## config.mk

```make
export PLATFORM = sky130hd
export DESIGN_NAME = controlador_calculadora
export DESIGN_NICKNAME = d
export VERILOG_FILES = /design/src/rtl/calc_pkg.sv /design/src/rtl/controlador_calculadora_sincroniza_botao.sv /design/src/rtl/controlador_calculadora.sv
export SDC_FILE = /design/constraint.sdc
export NUM_CORES = 1
export LEC_CHECK = 0
export CORE_MARGIN = 3
export CORE_UTILIZATION = 35
export CTS_CLUSTER_SIZE = 40
export DETAILED_ROUTE_END_ITERATION = 10
export GPL_ROUTABILITY_DRIVEN = 1
export HOLD_SLACK_MARGIN = 0.1
export PLACE_DENSITY = 0.6
export SLEW_MARGIN = 20
export SYNTH_ARGS = -nofsm -noshare
export SYNTH_HDL_FRONTEND = slang
export SYNTH_SLANG_ARGS = --single-unit
export TNS_END_PERCENT = 1
```

## constraint.sdc

```tcl
create_clock -name clk -period 3 [get_ports clk]
set_clock_uncertainty 0.05 [all_clocks]
set_input_delay 0.6 -clock clk [delete_from_list [all_inputs] [get_ports clk]]
set_output_delay 0.6 -clock clk [all_outputs]
set_load 0.01 [all_outputs]
```

## src/rtl/calc_pkg.sv

```systemverilog
// ---------------------------------------------------------------------------
// calc_pkg
// Shared definitions for the calculator controller: FSM state encoding,
// operation codes understood by the external ALU, datapath widths and a
// helper that maps an FSM state to the entry-step code shown on the LEDs.
// No ports; imported by controlador_calculadora and sincroniza_botao.
// ---------------------------------------------------------------------------
`timescale 1ns/1ps

package calc_pkg;

   localparam int LARGURA_NUM = 4;
   localparam int LARGURA_RES = 8;

   localparam logic [1:0] OP_NULA = 2'b00;
   localparam logic [1:0] OP_SOMA = 2'b01;
   localparam logic [1:0] OP_SUB  = 2'b10;
   localparam logic [1:0] OP_MULT = 2'b11;

   typedef enum logic [2:0] {
      ESPERA_NUM1,
      ESPERA_OP,
      ESPERA_NUM2,
      CALCULA,
      MOSTRA
   } estado_t;

   // Entry step for LED decoding: calculating and showing share code 3 so
   // the user sees a single "result" step.
   function automatic logic [1:0] etapaDe(input estado_t estado);
      logic [1:0] etapa;
      case (estado)
         ESPERA_NUM1: etapa = 2'd0;
         ESPERA_OP:   etapa = 2'd1;
         ESPERA_NUM2: etapa = 2'd2;
         CALCULA:     etapa = 2'd3;
         MOSTRA:      etapa = 2'd3;
         default:     etapa = 2'd0;
      endcase
      return etapa;
   endfunction

endpackage

```

## src/rtl/controlador_calculadora_sincroniza_botao.sv

```systemverilog
// ---------------------------------------------------------------------------
// sincroniza_botao
// Turns the asynchronous confirm button into a single-cycle accept event.
// The raw level goes through a two-flop synchronizer, optionally through a
// debounce filter, and then through a rising-edge detector so a held button
// yields exactly one event.
//
// Optional feature macro: CONFIRMA_DEBOUNCE_EN
//   defined   -> the synchronized level must be stable for DEBOUNCE_CICLOS
//                consecutive cycles before the filtered level follows it.
//   undefined -> no filter, DEBOUNCE_CICLOS has no effect.
//
// Ports:
//   clk    in  system clock
//   rst_n  in  asynchronous reset, active-low
//   limpa  in  synchronous clear (restarts the debounce counter, masks evt)
//   botao  in  raw asynchronous button level
//   evt    out one-cycle pulse on an accepted rising edge
// ---------------------------------------------------------------------------
`timescale 1ns/1ps

module sincroniza_botao
   import calc_pkg::*;
#(
   parameter int DEBOUNCE_CICLOS = 16
) (
   input  logic clk,
   input  logic rst_n,
   input  logic limpa,
   input  logic botao,
   output logic evt
);

   logic sinc1_q;
   logic sinc2_q;
   logic nivel;
   logic anterior_q;

   // A filter length below one cycle is meaningless; this empty block only
   // exists so an invalid setting is visible in the elaborated hierarchy.
   if (DEBOUNCE_CICLOS < 1) begin : g_debounce_invalido
   end

   // Two-flop synchronizer bringing the button into the clk domain.
   always_ff @(posedge clk or negedge rst_n) begin
      if (!rst_n) begin
         sinc1_q <= 1'b0;
         sinc2_q <= 1'b0;
      end else begin
         sinc1_q <= botao;
         sinc2_q <= sinc1_q;
      end
   end

`ifdef CONFIRMA_DEBOUNCE_EN
   localparam int CW = $clog2(DEBOUNCE_CICLOS + 1);

   logic [CW-1:0] contador_q;
   logic [CW-1:0] contador_d;
   logic          filtrado_q;
   logic          filtrado_d;

   // Debounce: count consecutive cycles where the synchronized level
   // disagrees with the filtered one; any agreement restarts the count, so
   // only a level held for the full window gets through.
   always_comb begin
      contador_d = '0;
      filtrado_d = filtrado_q;
      if (limpa) begin
         contador_d = '0;
      end else if (sinc2_q != filtrado_q) begin
         if (contador_q == CW'(DEBOUNCE_CICLOS - 1)) begin
            filtrado_d = sinc2_q;
            contador_d = '0;
         end else begin
            contador_d = contador_q + CW'(1);
         end
      end
   end

   // Debounce state registers.
   always_ff @(posedge clk or negedge rst_n) begin
      if (!rst_n) begin
         contador_q <= '0;
         filtrado_q <= 1'b0;
      end else begin
         contador_q <= contador_d;
         filtrado_q <= filtrado_d;
      end
   end

   assign nivel = filtrado_q;
`else
   assign nivel = sinc2_q;
`endif

   // Remember the previous level so only a 0->1 transition makes an event.
   always_ff @(posedge clk or negedge rst_n) begin
      if (!rst_n) begin
         anterior_q <= 1'b0;
      end else begin
         anterior_q <= nivel;
      end
   end

   // A press landing together with a clear is consumed by the clear.
   assign evt = nivel & ~anterior_q & ~limpa;

endmodule

```

## src/rtl/controlador_calculadora.sv

```systemverilog
// ---------------------------------------------------------------------------
// controlador_calculadora
// FSM sequencer for the calculator datapath. Collects operand 1, the
// operation and operand 2 from a shared 4-bit switch input, one value per
// confirm press, feeds them to an external combinational ALU, registers the
// 8-bit ALU result and holds it for display.
//
// Optional feature macro: CONFIRMA_DEBOUNCE_EN (debounce on confirma,
// window set by DEBOUNCE_CICLOS).
//
// Ports:
//   clk            in   system clock
//   rst_n          in   asynchronous reset, active-low
//   entrada[3:0]   in   operand 0..15, or op code in [1:0] during op step
//   confirma       in   confirm button, asynchronous level
//   limpa          in   synchronous clear, highest priority after reset
//   resultado_ula  in   combinational ALU result for num1/num2/operacao
//   num1[3:0]      out  registered operand 1
//   num2[3:0]      out  registered operand 2
//   operacao[1:0]  out  registered op: 01 add, 10 sub, 11 mult
//   resultado[7:0] out  registered result
//   valido         out  resultado holds a fresh result
//   negativo       out  subtraction result with bit 7 set
//   erro           out  one-cycle pulse on a rejected op entry
//   etapa[1:0]     out  entry step: 0 num1, 1 op, 2 num2, 3 calc/show
// ---------------------------------------------------------------------------
`timescale 1ns/1ps

module controlador_calculadora
   import calc_pkg::*;
#(
   parameter int DEBOUNCE_CICLOS = 16
) (
   input  logic                   clk,
   input  logic                   rst_n,
   input  logic [LARGURA_NUM-1:0] entrada,
   input  logic                   confirma,
   input  logic                   limpa,
   input  logic [LARGURA_RES-1:0] resultado_ula,
   output logic [LARGURA_NUM-1:0] num1,
   output logic [LARGURA_NUM-1:0] num2,
   output logic [1:0]             operacao,
   output logic [LARGURA_RES-1:0] resultado,
   output logic                   valido,
   output logic                   negativo,
   output logic                   erro,
   output logic [1:0]             etapa
);

   logic evt;

   estado_t                estado_q,    estado_d;
   logic [LARGURA_NUM-1:0] num1_q,      num1_d;
   logic [LARGURA_NUM-1:0] num2_q,      num2_d;
   logic [1:0]             operacao_q,  operacao_d;
   logic [LARGURA_RES-1:0] resultado_q, resultado_d;
   logic                   valido_q,    valido_d;
   logic                   negativo_q,  negativo_d;
   logic                   erro_q,      erro_d;

   sincroniza_botao #(
      .DEBOUNCE_CICLOS(DEBOUNCE_CICLOS)
   ) u_sincroniza_botao (
      .clk   (clk),
      .rst_n (rst_n),
      .limpa (limpa),
      .botao (confirma),
      .evt   (evt)
   );

   // State and datapath registers; all outputs come straight from here.
   always_ff @(posedge clk or negedge rst_n) begin
      if (!rst_n) begin
         estado_q    <= ESPERA_NUM1;
         num1_q      <= '0;
         num2_q      <= '0;
         operacao_q  <= OP_NULA;
         resultado_q <= '0;
         valido_q    <= 1'b0;
         negativo_q  <= 1'b0;
         erro_q      <= 1'b0;
      end else begin
         estado_q    <= estado_d;
         num1_q      <= num1_d;
         num2_q      <= num2_d;
         operacao_q  <= operacao_d;
         resultado_q <= resultado_d;
         valido_q    <= valido_d;
         negativo_q  <= negativo_d;
         erro_q      <= erro_d;
      end
   end

   // Next-state logic. limpa beats everything, including a simultaneous
   // press. CALCULA spends one cycle so the ALU sees settled registered
   // operands before its result is captured; presses there are dropped.
   // Leaving MOSTRA clears everything except resultado, which stays on
   // display until the next calculation overwrites it.
   always_comb begin
      estado_d    = estado_q;
      num1_d      = num1_q;
      num2_d      = num2_q;
      operacao_d  = operacao_q;
      resultado_d = resultado_q;
      valido_d    = valido_q;
      negativo_d  = negativo_q;
      erro_d      = 1'b0;

      if (limpa) begin
         estado_d    = ESPERA_NUM1;
         num1_d      = '0;
         num2_d      = '0;
         operacao_d  = OP_NULA;
         resultado_d = '0;
         valido_d    = 1'b0;
         negativo_d  = 1'b0;
      end else begin
         case (estado_q)
            ESPERA_NUM1: begin
               if (evt) begin
                  num1_d   = entrada;
                  estado_d = ESPERA_OP;
               end
            end
            ESPERA_OP: begin
               if (evt) begin
                  if (entrada[1:0] == OP_NULA) begin
                     erro_d = 1'b1;
                  end else begin
                     operacao_d = entrada[1:0];
                     estado_d   = ESPERA_NUM2;
                  end
               end
            end
            ESPERA_NUM2: begin
               if (evt) begin
                  num2_d   = entrada;
                  estado_d = CALCULA;
               end
            end
            CALCULA: begin
               resultado_d = resultado_ula;
               valido_d    = 1'b1;
               negativo_d  = (operacao_q == OP_SUB) & resultado_ula[LARGURA_RES-1];
               estado_d    = MOSTRA;
            end
            MOSTRA: begin
               if (evt) begin
                  num1_d     = '0;
                  num2_d     = '0;
                  operacao_d = OP_NULA;
                  valido_d   = 1'b0;
                  negativo_d = 1'b0;
                  estado_d   = ESPERA_NUM1;
               end
            end
            default: begin
               estado_d = ESPERA_NUM1;
            end
         endcase
      end
   end

   assign num1      = num1_q;
   assign num2      = num2_q;
   assign operacao  = operacao_q;
   assign resultado = resultado_q;
   assign valido    = valido_q;
   assign negativo  = negativo_q;
   assign erro      = erro_q;
   assign etapa     = etapaDe(estado_q);

endmodule

```

Yosys cells after proc, flatten, opt, wreduce, memory -nomap -nowiden. Cells that the tools add are included.

Bitwise operators: 5. Muxes and demuxes: 30. Equal/unequal tests: 10. Reductions and logical operators: 13.

Operators with widths (number): two-way mux 3 bit (6); two-way mux 4 bit (4); two-way mux 8 bit (2); one-hot mux 4 bit (2 select lines) (2); != test 3 bit, second input constant (5); one-hot mux 3 bit (5 select lines) (1); nonzero test 3 bit (4); two-way mux 2 bit (4); two-way mux 1 bit (7); equality test 3 x 2 -> 1 bit, second input constant (2); one-hot mux 2 bit (3 select lines) (1); AND reduction 3 bit (2); AND reduction 5 bit (1); one-hot mux 1 bit (2 select lines) (2); one-hot mux 2 bit (2 select lines) (1); AND reduction 4 bit (1); AND 1 bit (3); equality test 3 x 1 -> 1 bit, second input constant (1); equality test 3 bit, second input constant (1); logical NOT 3 bit (1); equality test 2 bit, second input constant (1); logical NOT 2 bit (1); inverter 1 bit (2); AND reduction 2 bit (1); other kinds (2) (2).

Register bits: 27. Input bits: 16. Word-level logic and storage cells: 69.

Logic depth before layout (Yosys ltp). Gate-level depths: netlist of the first run.

Word-level depth: 6. Gate-level depth with buffers: 5.

Hierarchy. From an unflattened synthesis of the first run, not the netlist that was laid out.

Cells, all modules: 120. Area total of the unflattened synthesis: 1228.7 um^2.

Modules (own cells, without submodules): controlador_calculadora (sequential area each 600.6 um^2, cells an instance 116, instances 1, area an instance 1141.1 um^2); sincroniza_botao (sequential area each 75.1 um^2, cells an instance 4, instances 1, area an instance 87.6 um^2).

Worst setup path after synthesis of the first run. No wires, ideal clock.

Kind: flip-flop to output port. Start point: register estado_q[0]. End point: output port etapa[1]. Stages on the path, launching flop included: 4. Buffers on the path: 1. Required time: 2350 ps. Slack: 1241 ps. Arrival time: 1109 ps. Path through: dfrtp_1 > or3b_1 > buf_2 > o21ai_0.

Longest elaborated chain between the ends: 3.

Ends and longest elaborated chain: from (decl) (RTL line controlador_calculadora.sv:52) `estado_t estado_q, estado_d;`; from (signal assigned) (RTL line controlador_calculadora.sv:83) `estado_q <= estado_d;`; equality test 3 bit or equality test 3 x 2 -> 1 bit (tied branches) (RTL line calc_pkg.sv:32) `case (estado)`; OR reduction 2 bit (no line); one-hot mux 2 bit (3 select lines) (*) (RTL line calc_pkg.sv:32); to (decl) (RTL line controlador_calculadora.sv:47) `output logic [1:0] etapa`.

Mark *: on every way between the ends. The rest lies on a longest branch, timed or not.

Worst setup path after layout of the first run.
Start point: register estado_q[1]. End point: output port etapa[1].

Same word-level chain as after synthesis.

==> run metrics, run 1 <==
outcome finished, final reports clean; # diodes 0; Synth Area in Simple Gates 23.8%; Final Hold Vio Count 0; overflow left after global routing 0; drt drc 0; number of global-route vias before repair 1031; post-synthesis xor/xnor area fraction 1.41%; main combinational cell family by area after synthesis simple AND/OR/NAND/NOR gates; DR pass1 iterations 4; CTS clk-pin slew, worst paths between 0.1 and 0.15 ns; post-synthesis mux area share 0%; Startpoint Class flop; Crit Path Class flop to primary output; Hold Buf Count CTS 0; Critical Path RT 2.35 ns; DP Wirelength 2030 um; GPL Wtd Cong 0.886; arrival time worst endpoint 2.16 ns; reg-to-reg startpoint estado_q[1]$_DFFE_PN0P_; via count 1033; crit path capture type primary output; leakage power 0.658 nW; routed len/inst 13.3 um; cell area after synthesis 0.00124 sq mm; Final setup viols 0; first-pass GRT wire length 4870 um; Worst path slowest cell clkdlybuf4s50_1; Final Max Slew Viols 0; PortBufs 38; Tmin final 2.81 ns; largest net degree at the start of global routing 28; syn avg cell area 9.96 sq um; final wirelength 2760 um; layout cells sized above 1 7.45%; worst skew pair latency around 0.33 ns; post-synthesis sequential area ratio between 50 and 60%; core area 0.00339 sq mm; area delta synth->final 34.8%; yosys warns 0; Critical Path Fanout Max 13; Chip Width 65.6 um; FF+latch count, synth 27; Slew @ Worst Pin 0.491 ns; register area 676 sq um; area of the die 0.00431 sq mm; min-delay src u_sincroniza_botao.sinc1_q$_DFF_PN0_; syn nets roughly 140; H-tree Lvls 1; Post-Syn Instances 125; Initial Util a little under two fifths; crit path cell chain or3b_4, o21ai_0, clkdlybuf4s50_1; fin crit share between 90% and 100%; CTS sink count 27; drt first-iter violations 27; # IOs 39; Clock Path Buffers 2; Synth Area in Adders 0%; Synth cell types 27; maximum VDD drop 159 uV; max_cap viols 0; CTS tree yes; fill cell count 341; RSZ-0062 raised after global routing false; Fmax 0.356 GHz; hold slack 0.327 ns; CTS Buf Count 3; Max-slew headroom between 60% and 70%; worst hold path type flop to flop; root buffer cell clkbuf_4; die height about 66 um; final net count about 180; multi-input logic area between 500 and 600 sq um; Final ANT Viol Nets 0; Max stage delay on crit path 0.58 ns; # Post-CTS Setup Buffers 0; GRT Total Usage 14.4%; # rows 21; aggregate negative setup slack 0 ns; Compound-Gate Fraction of Synth Area 15.6%; initial antenna violation count 0; vias per std cell ~5.0; crit path from estado_q[1]$_DFFE_PN0P_; Power Dens Cells 371 mW/mm^2
[metrics by stage]
| stage | setup slack (ns) | total power, mW | cells | utilization, % | area, sq um |
|---|---|---|---|---|---|
| after floorplan | 1.24 | 0.422 | 125 | - | 1240 |
| after global placement | 0.507 | 0.470 | 203 | 48.6 | 1650 |
| after detailed placement | 0.454 | 0.471 | 203 | 48.6 | 1650 |
| after CTS | 0.0703 | 0.633 | 207 | 49.4 | 1680 |
| after global routing | 0.132 | 0.659 | 207 | 49.5 | 1680 |
| final | 0.194 | 0.622 | 207 | 49.5 | 1680 |
[power by group]
part	total, mW	leakage, nW	switching (mW)	internal, mW
combinational	0.0799	0.272	0.0363	0.0435
clock	0.159	0.0177	0.109	0.0501
sequential	0.383	0.368	0.0112	0.372
total	0.622	0.658	0.156	0.466
[repair_timing]
action,CTS,global route
endpoints found under the setup margin,0,1
endpoints found under the hold margin,0,0
gates resized for setup,0,1
[routing by layer]
| metal | GRT usage [%] | routed length, um | vias to the layer above |
|---|---|---|---|
| met1 | 19.5 | 1320 | 489 |
| met2 | 23.3 | 1320 | 20 |
| met5 | 0 | 0 | - |
| met3 | 2.05 | 75 | 5 |
| met4 | 5.44 | 41 | 0 |
| li1 | - | - | 519 |
[synth_stat cells]
master | count | area share (%)
or3b_1 | 1 | 0.70
nand4_1 | 5 | 2.5
nor4b_4 | 1 | 1.9
or4b_4 | 1 | 1.1
nor2_1 | 2 | 0.60
or3b_4 | 1 | 0.90
a211oi_1 | 2 | 1.2
a31oi_1 | 2 | 1.0
and3b_1 | 1 | 0.70
xnor2_1 | 1 | 0.70
nand2b_1 | 5 | 2.5
a21oi_1 | 18 | 7.2
nor3b_2 | 2 | 2.0
inv_1 | 3 | 0.90
buf_2 | 4 | 1.6
o21ai_0 | 8 | 3.2
nand2_1 | 21 | 6.3
buf_6 | 2 | 1.8
nand3b_1 | 2 | 1.2
nor2b_1 | 1 | 0.50
o2111ai_1 | 1 | 0.70
o21ai_1 | 1 | 0.40
nand3_1 | 7 | 2.8
o211ai_1 | 3 | 1.8
xor2_1 | 1 | 0.70
dfrtp_1 | 27 | 54
clkbuf_1 | 2 | 0.60
[worst paths after layout]
kind / end / slack, ns / cells past startpoint
worst max-delay path: etapa[1] / 0.19 / 3
min in group asynchronous: num2[2]$_DFFE_PN0P_ / 0.58 / 2
worst min-delay path: u_sincroniza_botao.nivel$_DFF_PN0_ / 0.33 / 0
max in group asynchronous: num1[2]$_DFFE_PN0P_ / 2.07 / 2
worst max register to register: negativo$_DFFE_PN0P_ / 1.37 / 3
worst min register to register: u_sincroniza_botao.nivel$_DFF_PN0_ / 0.33 / 0
[sequential cells by signal (all words and copies together), names as in the netlist, 2 cells and up]
register   cells
num2           4
resultado      8
num1           4
estado_q       3
operacao       2
[critical path, delay by kind of cell (launching register included)]
family | cells | cell delay, ns
AOI/OAI and AO/OA | 1 | 0.14
and+or+nand+nor | 1 | 0.53
DFF | 1 | 0.57
buffers and inverters | 1 | 0.58
[layout make-up]
class                           count  share of cell area (%)
Clock buffer                        3                    1.34
Clock inverter                      1                   0.298
Inverter                            3                   0.671
Sequential cell                    27                    40.3
Tap cell                           46                    3.43
Multi-Input combinational cell     87                    30.4
Timing Repair Buffer               40                    23.6
[cell families after synthesis]
group                     after synthesis
buffers and inverters                  11
and+or+nand+nor                        50
DFF                                    27
AOI/OAI and AO/OA                      35
xor gates and xnor gates                2
[cells in the final DEF (no fill, tap or decap), drive strengths merged, types with 3 or more instances in the layout]
master / count
a21oi: 18
clkbuf: 3
clkdlybuf4s50: 38
dfrtp: 27
inv: 3
nand2: 21
nand2b: 5
nand3: 7
nand4: 5
o211ai: 3
o21ai: 9
(Power assumes the default switching activity.)
==> run 2, diff against run 1 <==
- PLACE_DENSITY: 0.6 -> unset
- PLACE_DENSITY_LB_ADDON: unset -> 0.12
==> run metrics, run 2 (same netlist as run 1, synthesis figures left out) <==
part of the power in registers a little over 60%; Final setup viols 0; Gate power share ~13%; layout cells sized above 1 7.45%; Final Max Slew Viols 0; die height 65.6 um; Clock Path Buffers 2; first-pass GRT wire length 5110 um; number of global-route vias before repair 1091; Chip Width around 66 um; Max stage delay on crit path 0.57 ns; CTS Buf Count 3; Critical Path RT 2.35 ns; CTS clk-pin slew, worst paths about 0.15 ns; root buffer cell clkbuf_4; Sw Share around a quarter; CTS sink count 27; Tmin final 2.75 ns; via count 1037; Max-slew headroom 68.4%; largest net degree at the start of global routing 28; fin crit share 91.5%; crit path cell chain or3b_4, o21ai_0, clkdlybuf4s50_1; RSZ-0062 raised after global routing false; GRT Total Usage 15.1%; outcome finished, final reports clean; core area about 0.0034 sq mm; drt first-iter violations 54; final wirelength 2930 um; max reg flops 8; Crit Path Class flop to primary output; drt drc 0; DR pass1 iterations 4; Final ANT Viol Nets 0; Critical Path Fanout Max 13; worst hold path type flop to flop; DP Wirelength roughly 2200 um; maximum VDD drop between 150 and 200 uV; CTS tree yes; H-tree Lvls 1; Clock power frac 25.5%; internal power 0.467 mW; area delta synth->final 35.0%; Slew @ Worst Pin 0.472 ns; initial antenna violation count 0; # IOs 39; Worst path slowest cell dfrtp_1; max_cap viols 0; arrival time worst endpoint 2.10 ns; Startpoint Class flop; # rows 21; Fmax between 0.3 and 0.4 GHz; PortBufs 38; final net count ~180; final core utilization 49.6%; Switching Power 0.156 mW; vias per std cell ~5.0; most common cell after layout, fill and taps aside clkdlybuf4s50_1; Final Hold Vio Count 0; # diodes 0; crit path capture type primary output; routed len/inst 14.2 um; Initial Util 36.7%; GPL Wtd Cong 0.760; Power Dens Cells ~370 mW/mm^2; most frequent cells in the layout 38 x clkdlybuf4s50_1, 27 x dfrtp_1, 21 x nand2_1; area of the die roughly 0.0043 sq mm; worst skew pair latency 0.33 ns; overflow left after global routing 0; aggregate negative setup slack 0 ns; leakage power 0.654 nW
run 2: cell types whose count changed in the layout (fill, tap and decap cells not counted):
cell | previous run | this run
clkinv_2 | 1 | 0
clkinvlp_4 | 0 | 1
run 2: power groups by stage:
stage	Sequential, mW	Combinational (mW)	Clock (mW)
after floorplan	0.388	0.0343	0
after global placement	0.390	0.0803	0
after detailed placement	0.390	0.0813	0
after CTS	0.384	0.0814	0.167
after global routing	0.386	0.0885	0.187
final	0.384	0.0800	0.159
run 2: layer usage:
| layer | part of all wire [%] | vias up | global-route usage, % | routed length (um) |
|---|---|---|---|---|
| met5 | 0 | - | 0 | 0 |
| met4 | 0.41 | 0 | 1.55 | 12 |
| met3 | 6.5 | 2 | 5.47 | 190 |
| met2 | 50 | 23 | 26.4 | 1470 |
| met1 | 43 | 502 | 18.4 | 1260 |
| li1 | - | 510 | - | - |
run 2: final cells by class:
class / instances / area, sq um
Sequential cell: 27 / 676
Clock buffer: 3 / 22.5
Inverter: 3 / 11.3
Fill cell: 322 / 1710
Timing Repair Buffer: 40 / 395
Multi-Input combinational cell: 87 / 510
Clock inverter: 1 / 7.51
Tap cell: 46 / 57.6
run 2: path summary, 6_finish.rpt:
check | startpoint | to | slack [ns] | cells past startpoint
setup / recovery | estado_q[1]$_DFFE_PN0P_ | etapa[1] | 0.25 | 3
hold / removal | u_sincroniza_botao.sinc1_q$_DFF_PN0_ | u_sincroniza_botao.nivel$_DFF_PN0_ | 0.34 | 0
setup reg to reg | estado_q[1]$_DFFE_PN0P_ | negativo$_DFFE_PN0P_ | 1.41 | 3
hold reg to reg | u_sincroniza_botao.sinc1_q$_DFF_PN0_ | u_sincroniza_botao.nivel$_DFF_PN0_ | 0.34 | 0
max in group asynchronous | rst_n | num2[3]$_DFFE_PN0P_ | 2.07 | 2
min in group asynchronous | rst_n | resultado[0]$_DFFE_PN0P_ | 0.57 | 2
run 2: metrics by stage:
step           cells  total power, mW  hold slack (ns)  instance area [sq um]  setup WS (ns)
2_1_floorplan    125            0.422            0.254                   1240           1.24
3_3_place_gp     203            0.470            0.295                   1650          0.547
3_5_place_dp     203            0.471            0.290                   1650          0.527
4_1_cts          207            0.632            0.336                   1680          0.129
5_1_grt          207            0.661            0.341                   1680          0.130
6_report         207            0.623            0.337                   1680          0.255
run 2: worst max-delay path, delay by kind of cell, from the launching register on:
kind                   cells  cell delay, ns
DFF                        1            0.57
and+or+nand+nor            1            0.52
buffers and inverters      1            0.56
AOI/OAI and AO/OA          1            0.11
run 2: timing repair:
action	CTS	global route
endpoints found under the hold margin	0	0
gates resized for setup	0	1
setup endpoints to repair	0	1
buffers inserted	0	0
hold buffers	0	0
==> run 3, diff against run 2 <==
- CORE_UTILIZATION: 35 -> 49
==> run metrics, run 3 (same netlist as run 1, synthesis figures left out) <==
routed len/inst 14.9 um; worst reg2reg path depth 3; first-pass GRT wire length 4870 um; core area 0.00232 sq mm; setup ws final roughly 0.16 ns; Max-slew headroom 67.7%; Fmax 0.352 GHz; die height 56.4 um; most common cell after layout, fill and taps aside clkdlybuf4s50_1; Crit Path Class flop to primary output; max_cap viols 0; crit path capture type primary output; multi-input logic area 508 sq um; worst hold path type flop to flop; Power Dens Cells 376 mW/mm^2; number of global-route vias before repair 1077; final instance area 0.00165 sq mm; Startpoint Class flop; outcome finished, final reports clean; DP Wirelength 2020 um; register area 676 sq um; Gate power share 13.0%; Chip Width around 56 um; area delta synth->final 32.8%; part of the power in registers 61.7%; final net count 178; initial antenna violation count 0; internal power 0.466 mW; root buffer cell clkbuf_4; Clock Path Buffers 2; maximum VDD drop roughly 280 uV; fin crit share a little over nine tenths; leakage power 0.655 nW; Final Max Slew Viols 0; RSZ-0062 raised after global routing false; final wirelength 2810 um; CTS sink count 27; PortBufs 38; DR pass1 iterations 6; # IOs 39; Critical Path RT approximately 2.4 ns; max reg flops 8; Resize count post-CTS 0; # Post-CTS Setup Buffers 0; Final ANT Viol Nets 0; pre-CTS WS between 0.5 and 0.6 ns; area of the die 0.00318 sq mm; layout cells sized above 1 6.83%; drt first-iter violations 28; aggregate negative setup slack 0 ns; CTS tree yes; Final Hold Vio Count 0; Tmin final 2.84 ns; Slew @ Worst Pin approximately 0.48 ns; worst skew pair latency ~0.32 ns; Switching Power around 0.16 mW; Hold Buf Count CTS 0; most frequent cells in the layout 38 x clkdlybuf4s50_1, 27 x dfrtp_1, 21 x nand2_1; overflow left after global routing 0; Clock power frac between 20% and 30%; # rows 17; # diodes 0; GPL Wtd Cong 0.861; H-tree Lvls 1; vias per std cell around 5.5; CTS Buf Count 3; Sw Share roughly 25%; power consumption 0.621 mW; GRT Total Usage between 10% and 20%; Final setup viols 0; arrival time worst endpoint about 2.2 ns; Critical Path Fanout Max 13; fill cell count 188; Initial Util 53.7%; hold depth 0; Cell Area, Placed 0.00163 sq mm; via count 1042; largest net degree at the start of global routing 28; drt drc 0; CTS clk-pin slew, worst paths about 0.15 ns
==> run 3: routing by layer <==
layer / part of all wire [%] / wire length, um / vias up / track usage [%]
li1: - / - / 507 / -
met1: 45 / 1280 / 498 / 24.8
met2: 48 / 1340 / 35 / 32.1
met3: 6.2 / 174 / 2 / 3.91
met4: 0.64 / 18 / 0 / 5.08
met5: 0 / 0 / - / 0
==> run 3: metrics by stage <==
stage               hold WS [ns]  std cells  util, %
floorplan                  0.254        125        -
global placement           0.287        185     70.1
detailed placement         0.293        185     70.1
CTS                        0.327        189     71.3
global route               0.327        189     71.3
finish                     0.325        189     71.3
==> run 3: power groups by stage <==
stage | registers [mW] | logic, mW | clock network (mW)
2_1_floorplan | 0.388 | 0.0343 | 0
3_3_place_gp | 0.389 | 0.0794 | 0
3_5_place_dp | 0.390 | 0.0802 | 0
4_1_cts | 0.383 | 0.0814 | 0.162
5_1_grt | 0.385 | 0.0884 | 0.172
6_report | 0.383 | 0.0806 | 0.157
==> run 3: worst paths after layout <==
kind / start / endpoint / slack, ns
setup / recovery: estado_q[1]$_DFFE_PN0P_ / etapa[1] / 0.16
hold / removal: u_sincroniza_botao.sinc1_q$_DFF_PN0_ / u_sincroniza_botao.nivel$_DFF_PN0_ / 0.32
setup reg to reg: estado_q[1]$_DFFE_PN0P_ / negativo$_DFFE_PN0P_ / 1.28
hold reg to reg: u_sincroniza_botao.sinc1_q$_DFF_PN0_ / u_sincroniza_botao.nivel$_DFF_PN0_ / 0.32
max in group asynchronous: rst_n / negativo$_DFFE_PN0P_ / 2.07
min in group asynchronous: rst_n / num1[1]$_DFFE_PN0P_ / 0.56
==> run 3: area by class of cell <==
cell class	instances	share of cell area, %
clock inverter	1	0.303
sequential	27	40.9
clock buffer	3	1.36
timing repair buffer	40	23.9
tap	28	2.12
inverter	3	0.681
multi-input combinational	87	30.7
==> run 3: worst max-delay path, stage by stage (launching register included) <==
cell and delay (ns):
dfrtp_1 0.56, or3b_1 0.60, o21ai_0 0.15, clkdlybuf4s50_1 0.56
